## src/rtl/sobol_sched.sv

```systemverilog
// sobol_sched: run controller and round-robin two-stream arbiter for the sobolflex dual-index counter.
// Ports: iClk/iRstN clock and async active-low reset. iStart launches a run from IDLE; iAbort ends a run in RUN.
// iReq0/iReq1 sample requests. oGnt0/oGnt1 are combinational grants.
// oSel/oLsz/oLszVld are the registered stream id and lowest-zero position of the granted index.
// oClr is the counter clear pulse. oExh holds the per-stream exhausted flags.
// oBusy is high when the FSM is not IDLE. oDone pulses once when a run completes.
// Build option: define SOBOL_SCHED_WRAP_EN to make indices wrap.
// In that build oDone pulses with each wrapping sample and the run never self-terminates.
module sobol_sched #(
  parameter int BITWIDTH = 4,
  parameter int LSZW = 3
) (
  input  logic            iClk,
  input  logic            iRstN,
  input  logic            iStart,
  input  logic            iAbort,
  input  logic            iReq0,
  input  logic            iReq1,
  output logic            oGnt0,
  output logic            oGnt1,
  output logic            oSel,
  output logic            oClr,
  output logic            oLszVld,
  output logic [LSZW-1:0] oLsz,
  output logic [1:0]      oExh,
  output logic            oBusy,
  output logic            oDone
);
  typedef enum logic [1:0] {IDLE, CLEAR, RUN, DONE} stateT;
  stateT state, nextState;
  logic [BITWIDTH-1:0] idx0, idx1, gIdx;
  logic [LSZW-1:0] lszNext;
  logic rrLast, inRun, abort, elig0, elig1, gnt, last, clear;
  assign inRun = state == RUN;
  assign abort = inRun & iAbort;
  assign elig0 = iReq0 & ~oExh[0];
  assign elig1 = iReq1 & ~oExh[1];
  // rrLast holds the id of the last granted stream, so a tie goes to the other stream
  assign oGnt0 = inRun & ~iAbort & elig0 & (~elig1 | rrLast);
  assign oGnt1 = inRun & ~iAbort & elig1 & (~elig0 | ~rrLast);
  assign gnt = oGnt0 | oGnt1;
  assign gIdx = oGnt1 ? idx1 : idx0;
  assign last = &gIdx;
  assign oBusy = state != IDLE;
  assign clear = (state == IDLE && iStart) || abort;
  // lowest zero bit of the pre-increment index; an all-ones index maps to BITWIDTH
  always_comb begin
    lszNext = LSZW'(BITWIDTH);
    for (int i = BITWIDTH - 1; i >= 0; i--)
      if (!gIdx[i]) lszNext = LSZW'(i);
  end
  always_comb begin
    nextState = state;
    case (state)
      IDLE:    nextState = iStart ? CLEAR : IDLE;
      CLEAR:   nextState = RUN;
`ifdef SOBOL_SCHED_WRAP_EN
      RUN:     nextState = iAbort ? IDLE : RUN;
`else
      RUN:     nextState = iAbort ? IDLE : (&oExh ? DONE : RUN);
`endif
      DONE:    nextState = IDLE;
      default: nextState = IDLE;
    endcase
  end
  always_ff @(posedge iClk or negedge iRstN) begin
    if (!iRstN) begin
      state   <= IDLE;
      idx0    <= '0;
      idx1    <= '0;
      oExh    <= '0;
      rrLast  <= 1'b1;
      oSel    <= 1'b0;
      oClr    <= 1'b0;
      oLszVld <= 1'b0;
      oLsz    <= '0;
      oDone   <= 1'b0;
    end else begin
      state   <= nextState;
      oClr    <= clear;
      oLszVld <= gnt;
      if (gnt) begin
        oSel   <= oGnt1;
        oLsz   <= lszNext;
        rrLast <= oGnt1;
      end
      if (clear) begin
        idx0 <= '0;
        idx1 <= '0;
        oExh <= '0;
      end else begin
`ifdef SOBOL_SCHED_WRAP_EN
        if (oGnt0) idx0 <= idx0 + 1'b1;
        if (oGnt1) idx1 <= idx1 + 1'b1;
`else
        // the final index holds and marks the stream exhausted instead of wrapping
        if (oGnt0) begin
          if (last) oExh[0] <= 1'b1;
          else idx0 <= idx0 + 1'b1;
        end
        if (oGnt1) begin
          if (last) oExh[1] <= 1'b1;
          else idx1 <= idx1 + 1'b1;
        end
`endif
      end
`ifdef SOBOL_SCHED_WRAP_EN
      oDone <= gnt & last;
`else
      oDone <= nextState == DONE;
`endif
    end
  end
endmodule

```

## config.mk

```make
export PLATFORM = sky130hd
export DESIGN_NAME = sobol_sched
export DESIGN_NICKNAME = d
export VERILOG_FILES = /design/src/rtl/sobol_sched.sv
export SDC_FILE = /design/constraint.sdc
export NUM_CORES = 1
export LEC_CHECK = 0
export ABC_AREA = 0
export CAP_MARGIN = 10
export CELL_PAD_IN_SITES_DETAIL_PLACEMENT = 1
export CELL_PAD_IN_SITES_GLOBAL_PLACEMENT = 2
export CORE_MARGIN = 2
export CORE_UTILIZATION = 41
export DETAILED_ROUTE_END_ITERATION = 7
export DONT_BUFFER_PORTS = 1
export PLACE_DENSITY = 0.9
export REMOVE_ABC_BUFFERS = 1
export SLEW_MARGIN = 10
export SYNTH_ARGS = -nofsm -noshare
export SYNTH_HDL_FRONTEND = slang
export SYNTH_SLANG_ARGS = --single-unit
```

## constraint.sdc

```tcl
create_clock -name iClk -period 3.6 [get_ports iClk]
set_input_delay 0.72 -clock iClk [delete_from_list [all_inputs] [get_ports iClk]]
set_output_delay 0.72 -clock iClk [all_outputs]
set_load 0.01 [all_outputs]
```

# Yosys cells after proc, flatten, opt, wreduce, memory -nomap -nowiden
# Index checks and enable logic that the tools add are counted.
dict set report word_totals {
  ff_bits 20
  inputBits 6
  word_cells 67
  output_inout_bits 12
}
dict set report classes {
  eq_ne 5
  n_addsub 2
  bitwise_logic 17
  n_mux 19
  n_reduce_logical 13
}
# op n
set ops {}
lappend ops {{2-to-1 mux 4 bit} 7}
lappend ops {{2-to-1 mux 3 bit} 4}
lappend ops {{AND reduction 2 bit} 5}
lappend ops {{adder 4 x 1 -> 4 bit, second input constant} 2}
lappend ops {{bitwise AND 1 bit} 8}
lappend ops {{case mux 2 bit (4 select lines)} 1}
lappend ops {{nonzero test 2 bit} 4}
lappend ops {{equality test 2 bit, second input constant} 3}
lappend ops {{NOT 1 bit} 6}
lappend ops {{2-to-1 mux 1 bit} 5}
lappend ops {{2-to-1 mux 2 bit} 2}
lappend ops {{AND reduction 4 bit} 1}
lappend ops {{OR 1 bit} 3}
lappend ops {{equality test 2 x 1 -> 1 bit, second input constant} 1}
lappend ops {{logical NOT 2 bit} 1}
lappend ops {{!= test 2 x 1 -> 1 bit, second input constant} 1}
lappend ops {{logical AND 1 bit} 1}
lappend ops {{logical OR 1 bit} 1}

# Longest topological paths before layout
# Gate-level depths: netlist (run 1).
dict set report depth {
  ltp_word 10
  ltp_mapped 6
  depth_no_buf 5
}

# Worst setup path before layout (run 1)
# OpenSTA, ideal clock, no wires.
dict set report synth_path {
  path_kind {input to output}
  start {in iAbort}
  end {out oGnt1}
  path_slack_ns 1.231
  cell_stages 3
  t_arrival_ns 1.649
  path_buffers 0
  path_cell_list {or3b_4 or3_4 clkinv_4}
}
dict set report synth_via {
  elab_chain_cells 4
}
# element line
set synth_lines {}
lappend synth_lines {{start, declared} 16} ;# input logic iAbort,
lappend synth_lines {{NOT 1 bit} 40} ;# assign oGnt1 = inRun & ~iAbort & elig1 & (~elig0 | ~rrLast);
lappend synth_lines {{bitwise AND 1 bit (3 in series)} 40}
lappend synth_lines {{end, declared} 20} ;# output logic oGnt1,
# Every way passes these cells.

# Worst setup path after layout (run 1)
dict set report layout_path {
  start {reg oExh[1]}
  end {out oGnt0}
}
dict set report layout_via {
  elab_chain_cells 5
}
# element line
set layout_lines {}
lappend layout_lines {{start, declared} 25} ;# output logic [1:0] oExh,
lappend layout_lines {{start signal, assigned} 71} ;# oExh <= '0;
lappend layout_lines {{start signal, assigned} 90} ;# oExh <= '0;
lappend layout_lines {{start signal, assigned} 102} ;# if (last) oExh[1] <= 1'b1;
lappend layout_lines {{NOT 1 bit} 37} ;# assign elig1 = iReq1 & ~oExh[1];
lappend layout_lines {{bitwise AND 1 bit} 37}
lappend layout_lines {{NOT 1 bit} 39} ;# assign oGnt0 = inRun & ~iAbort & elig0 & (~elig1 | rrLast);
lappend layout_lines {{OR 1 bit} 39}
lappend layout_lines {{bitwise AND 1 bit} 39}
lappend layout_lines {{end, declared} 19} ;# output logic oGnt0,
# Every way passes these cells.

==> results.txt, run 1 <==
Final WL: 1.988 mm
Final-layout setup total negative slack: 0 ns
Number of buffers inserted during clock tree synthesis: 3
Final layout net count: 104
Area of the die: 2757 um^2
Max rail drop VDD: 0.2582 mV
Sequential element share of the synthesized area: 52.01%
Via count normalized by instance count: 5.593
Number of slew-limit violations in the final report: 0
Fmax: 0.3988 GHz
Number of vias in the routed layout: 688
Die span in y: 52.51 um
Area share of the largest cell type after synthesis: 49.29%
Clock root buffer: clkbuf_4
Number of design-rule violations left by the first detailed-router iteration: 3
Antenna fix cells: 0
Hold Crit Class: in -> async
Starting utilization of the core area: 43.61%
Number of maximum-capacitance violations: 0
H-tree depth reported by CTS: 1
CP Max Fanout: 6
Int Power: 379.8 uW
Most common cell after layout, fill and taps aside: dfrtp_1
Pwr dens: 567.8 nW/um^2
Count of input and output buffers: 0
Maximum number of buffers from clock root to sink: 2
Synthesized area divided by synthesized cell count: 10.49 um^2
Total standard cell area after synthesis: 964.7 um^2
Vias in the first global route: 738
Sequential power share: 57.7%
CP Capture Type: output pin
Status: complete, no violations
Largest net degree at the start of global routing: 21
Row cnt: 17
Library cell with the largest summed area after synthesis: dfrtp_1
Clock transition time at the flip-flop clock pins of the worst setup and hold paths: 0.11 ns
Top Ports: 18
Remaining antenna violation count: 0
Synth-to-layout area growth: 5.966%
Minimum clock period after layout: 2.507 ns
Post-route total power: 580.5 uW
1st-pass router iterations: 3
RSZ-0062 raised after global routing: false
Count of yosys warnings during synthesis: 0
Global-route wire length before repair: 3.512 mm
Switching pwr: 200.7 uW
Leakage dissipation: 0.5006 nW
Chip width: 52.51 um
Max-slew headroom at the worst pin: 68.92%
Final setup violation count: 0
Most area-consuming cells after synthesis: dfrtp_1 49%, nand2_1 3.9%, o21ai_0 3.6%
Clock latency on the worst-skew pair: 0.29 ns
Placed standard-cell area: 996.0 um^2
Gate count after technology mapping: 92
Data required, critical path: 2.88 ns
Hold-fix buffers at CTS: 0
Post-CTS sizing: 0
CTS sink count: 20
Final hold violations: 0
Area of the placeable core: 2212 um^2
Number of DRC violations after detailed routing: 0
Overall global routing resource usage: 17.96%
Most frequent cells in the layout: 19 x dfrtp_1, 10 x nand2_1, 8 x inv_1
Category of the worst setup path launch point: register
Ratio of cells with drive above 1 in the final layout: 16.84%
Gate power share: 23.4%
Design Area, Final: 1022 um^2
Fraction of power spent switching nets: 34.57%
Dpl hpwl: 1.523 mm
Final RePlAce weighted congestion: 0.8228
Clock tree from TritonCTS: yes
Initial antenna violation count: 0
Clock Skews: 0.002492 ns
Number of buffers added for setup after CTS: 0
Mean routed wirelength per cell: 16.16 um
Distinct cell type count after synthesis: 37
Total congestion overflow after global routing: 0
Worst-margin pin slew: 0.4641 ns
Clock power share: 18.9%
Path type of the worst setup path: reg -> out
Number of storage elements in the synthesis netlist: 20
Period utilization: 69.65%
Arrival time reported for the critical path endpoint: 1.79 ns
==> stage by stage <==
stage | utilization, % | hold WS [ns] | setup WS (ns) | std cells
floorplan | - | 0.4244 | 1.231 | 91
global placement | 45.02 | 0.4248 | 1.193 | 119
detailed placement | 45.02 | 0.4247 | 1.133 | 119
CTS | 46.21 | 0.08700 | 1.058 | 123
global route | 46.21 | 0.07505 | 0.9168 | 123
finish | 46.21 | 0.1031 | 1.093 | 123
==> cells in the mapped netlist, drive strengths merged <==
library cell / instances
a22o: 1
a32oi: 1
nor2b: 1
a21o: 4
and3: 2
or2b: 1
a41oi: 1
clkbuf: 1
nor3: 1
nor2: 5
inv: 8
clkinv: 1
dfrtp: 19
or3b: 1
nor4b: 1
mux2i: 2
o21ai: 7
and3b: 1
nand2b: 2
o22ai: 1
dfstp: 1
o41ai: 1
ha: 2
o21a: 1
nand2: 10
nor3b: 1
nand3: 3
a21oi: 2
nand4: 3
o31a: 1
or3: 1
o31ai: 1
or2: 1
o211ai: 3
==> area by class of cell <==
cell class                      instances  area [um^2]
Tap cell                               28        35.03
Inverter                                9        38.79
Fill cell                             259         1190
Multi-Input combinational cell         62        420.4
Sequential cell                        20        501.7
Clock buffer                            4        26.28
==> registers in the layout, indices dropped and copies added (netlist names) <==
signal	flops
oSel	1
state	2
idx0	4
oLszVld	1
rrLast	1
oDone	1
oClr	1
idx1	4
oLsz	3
oExh	2
==> worst paths after layout <==
check	from	endpoint	slack (ns)	cells past startpoint
setup reg to reg	oExh[1]	oLsz[0]	1.63	5
max in group asynchronous	iRstN	rrLast	3.33	0
setup / recovery	oExh[1]	oGnt0	1.09	3
hold / removal	iRstN	idx1[2]	0.10	0
min in group iClk	iStart	state[0]	0.54	1
hold reg to reg	idx1[3]	idx1[3]	0.55	1
==> cell families (layout without fill, tap and decap cells) <==
group	after synthesis	count (layout)	synth area share, %
AOI/OAI and AO/OA	24	24	17.25
adders and majority gates	2	2	2.594
buffers and inverters	10	13	4.410
DFF	20	20	52.01
muxes	2	2	2.075
and+or+nand+nor	34	34	21.66
==> critical path, stage by stage, from the launching register on <==
cell	delay, ns
dfrtp_1	0.45
or2b_2	0.37
o211ai_1	0.42
inv_1	0.25
==> power groups by stage <==
stage / registers (mW) / logic, mW / clock network (mW)
after floorplan: 0.325 / 0.114 / 0
final: 0.335 / 0.136 / 0.110
after CTS: 0.337 / 0.139 / 0.118
after global placement: 0.338 / 0.134 / 0
after global routing: 0.344 / 0.154 / 0.126
after detailed placement: 0.342 / 0.139 / 0
==> routing by layer <==
| layer | part of all wire [%] | GRT usage (%) | vias up | routed length (um) |
|---|---|---|---|---|
| li1 | - | - | 337 | - |
| met1 | 44 | 22.26 | 345 | 872 |
| met2 | 53 | 30.21 | 4 | 1058 |
| met3 | 1.6 | 2.571 | 2 | 32 |
| met4 | 1.3 | 8.974 | 0 | 25 |
| met5 | 0 | 0 | - | 0 |
No activity file was read; power rests on OpenSTA's default activity.
==> inputs of run 2 (changes only) <==
CORE_UTILIZATION = 38   (was 41)
PLACE_DENSITY = 0.85   (was 0.9)
clock period = 2.4 ns   (was 3.6 ns; I/O delays follow)
==> run 2 against run 1 <==
Effect of this change:
- highest routed layer unchanged
- total power up 72%
- worst setup slack lost 0.90 ns
- cell area rose by 4.5%
==> results.txt, run 2 (synthesis results as in run 1) <==
Via count normalized by instance count: 5.520
Ratio of cells with drive above 1 in the final layout: 18.56%
Registers with the most flip-flops: idx0 x4, idx1 x4, oLsz x3
Number of buffers added for setup after CTS: 0
Largest net degree at the start of global routing: 21
Status: complete, no violations
Switching pwr: 320.5 uW
Minimum clock period after layout: 2.212 ns
Count of input and output buffers: 0
Number of vias in the routed layout: 701
Max rail drop VDD: 0.3606 mV
Remaining antenna violation count: 0
Final hold violations: 0
Initial antenna violation count: 0
Antenna fix cells: 0
Data required, critical path: 1.92 ns
Sequential power share: 50.5%
Die span in y: 54.39 um
Overall global routing resource usage: 16.26%
Post-CTS sizing: 0
Worst reg2reg path startpoint: state[0]
Number of maximum-capacitance violations: 0
Number of DRC violations after detailed routing: 0
Maximum number of buffers from clock root to sink: 2
Fraction of power spent switching nets: 32.14%
Final-layout setup total negative slack: 0 ns
Total congestion overflow after global routing: 0
Slack of the worst reg-to-reg path: 0.57 ns
Most common cell after layout, fill and taps aside: dfrtp_1
Pwr dens: 933.2 nW/um^2
Clock transition time at the flip-flop clock pins of the worst setup and hold paths: 0.13 ns
Number of design-rule violations left by the first detailed-router iteration: 2
CP Capture Type: output pin
Arrival time reported for the critical path endpoint: 1.73 ns
Global-route wire length before repair: 3.381 mm
Dpl hpwl: 1.535 mm
Top Ports: 18
Int Power: 676.7 uW
Worst-margin pin slew: 0.9148 ns
Final setup violation count: 0
Number of slew-limit violations in the final report: 0
Path type of the worst setup path: reg -> out
H-tree depth reported by CTS: 1
Post-route total power: 997.1 uW
CP Launch Point: state[0]
Final layout net count: 106
Clock root buffer: clkbuf_4
Hold Crit Class: in -> reg
Non-Filler Instances: 127
Area of the die: 2958 um^2
Clock power share: 28.1%
Fill cell total of the finished layout: 280
Fmax: 0.4520 GHz
CP Max Fanout: 6
Final WL: 2.012 mm
Period utilization: 92.18%
Row cnt: 18
Number of buffers inserted during clock tree synthesis: 3
Worst hold path startpoint: iStart
1st-pass router iterations: 3
Hold-fix buffers at CTS: 1
Number of instances in the placed design: 122
Synth-to-layout area growth: 10.76%
Vias in the first global route: 669
Clock latency on the worst-skew pair: 0.31 ns
Leakage dissipation: 0.5219 nW
Max-slew headroom at the worst pin: 38.82%
Chip width: 54.39 um
Starting utilization of the core area: 39.66%
Area of the placeable core: 2432 um^2
Gate power share: 21.4%
Final RePlAce weighted congestion: 0.7723
Placed standard-cell area: 1006 um^2
RSZ-0062 raised after global routing: false
Most frequent cells in the layout: 19 x dfrtp_1, 10 x nand2_1, 8 x inv_1
Design Area, Final: 1069 um^2
Final core utilization: 43.93%
Mean routed wirelength per cell: 15.84 um
CTS sink count: 20
Clock Skews: 0.01654 ns
Clock tree from TritonCTS: yes
Category of the worst setup path launch point: register
[run 2: cell types whose count changed in the layout (fill, tap and decap cells not counted), sizes merged]
| cell | change |
|---|---|
| clkbuf | -1 |
| buf | +1 |
| bufinv | +1 |
| dlygate4sd3 | +1 |
[run 2: layer usage]
| layer | track usage, % | wire length, um | up-vias | part of all wire (%) |
|---|---|---|---|---|
| met5 | 0 | 0 | - | 0 |
| li1 | - | - | 339 | - |
| met3 | 3.552 | 69 | 2 | 3.4 |
| met1 | 21.99 | 976 | 351 | 49 |
| met4 | 6.250 | 15 | 0 | 0.75 |
| met2 | 25.30 | 950 | 9 | 47 |
[run 2: final timing paths]
check,cells after the start,endpoint
min in group asynchronous,1,state[1]
min,1,state[0]
max,3,oGnt1
max in group asynchronous,1,idx0[3]
min reg2reg,1,idx1[3]
max reg2reg,5,oLsz[2]
[run 2: metrics by stage]
| stage | setup WS (ns) | hold slack [ns] |
|---|---|---|
| after global routing | 0.1097 | 0.2811 |
| after CTS | 0.1797 | 0.2866 |
| after detailed placement | 0.4717 | 0.1849 |
| final | 0.1877 | 0.2860 |
| after floorplan | 0.5115 | 0.1844 |
| after global placement | 0.4811 | 0.1849 |
[run 2: critical path, stage by stage (launching register included)]
cell	delay, ns
dfrtp_1	0.45
or3b_4	0.44
or3_4	0.45
clkinv_4	0.09
[run 2: cell type report]
cell class	count	area (um^2)	area share, %
timing repair buffer	2	17.52	1.639
sequential	20	501.7	46.96
inverter	9	38.79	3.630
multi-input combinational	62	420.4	39.34
clock buffer	3	22.52	2.108
clock inverter	1	30.03	2.810
tap	30	37.54	3.513
[run 2: power groups by stage]
stage	registers, mW	clock network (mW)	logic (mW)
finish	0.504	0.280	0.214
floorplan	0.487	0	0.170
detailed placement	0.513	0	0.208
CTS	0.506	0.284	0.217
global route	0.517	0.301	0.245
global placement	0.507	0	0.204
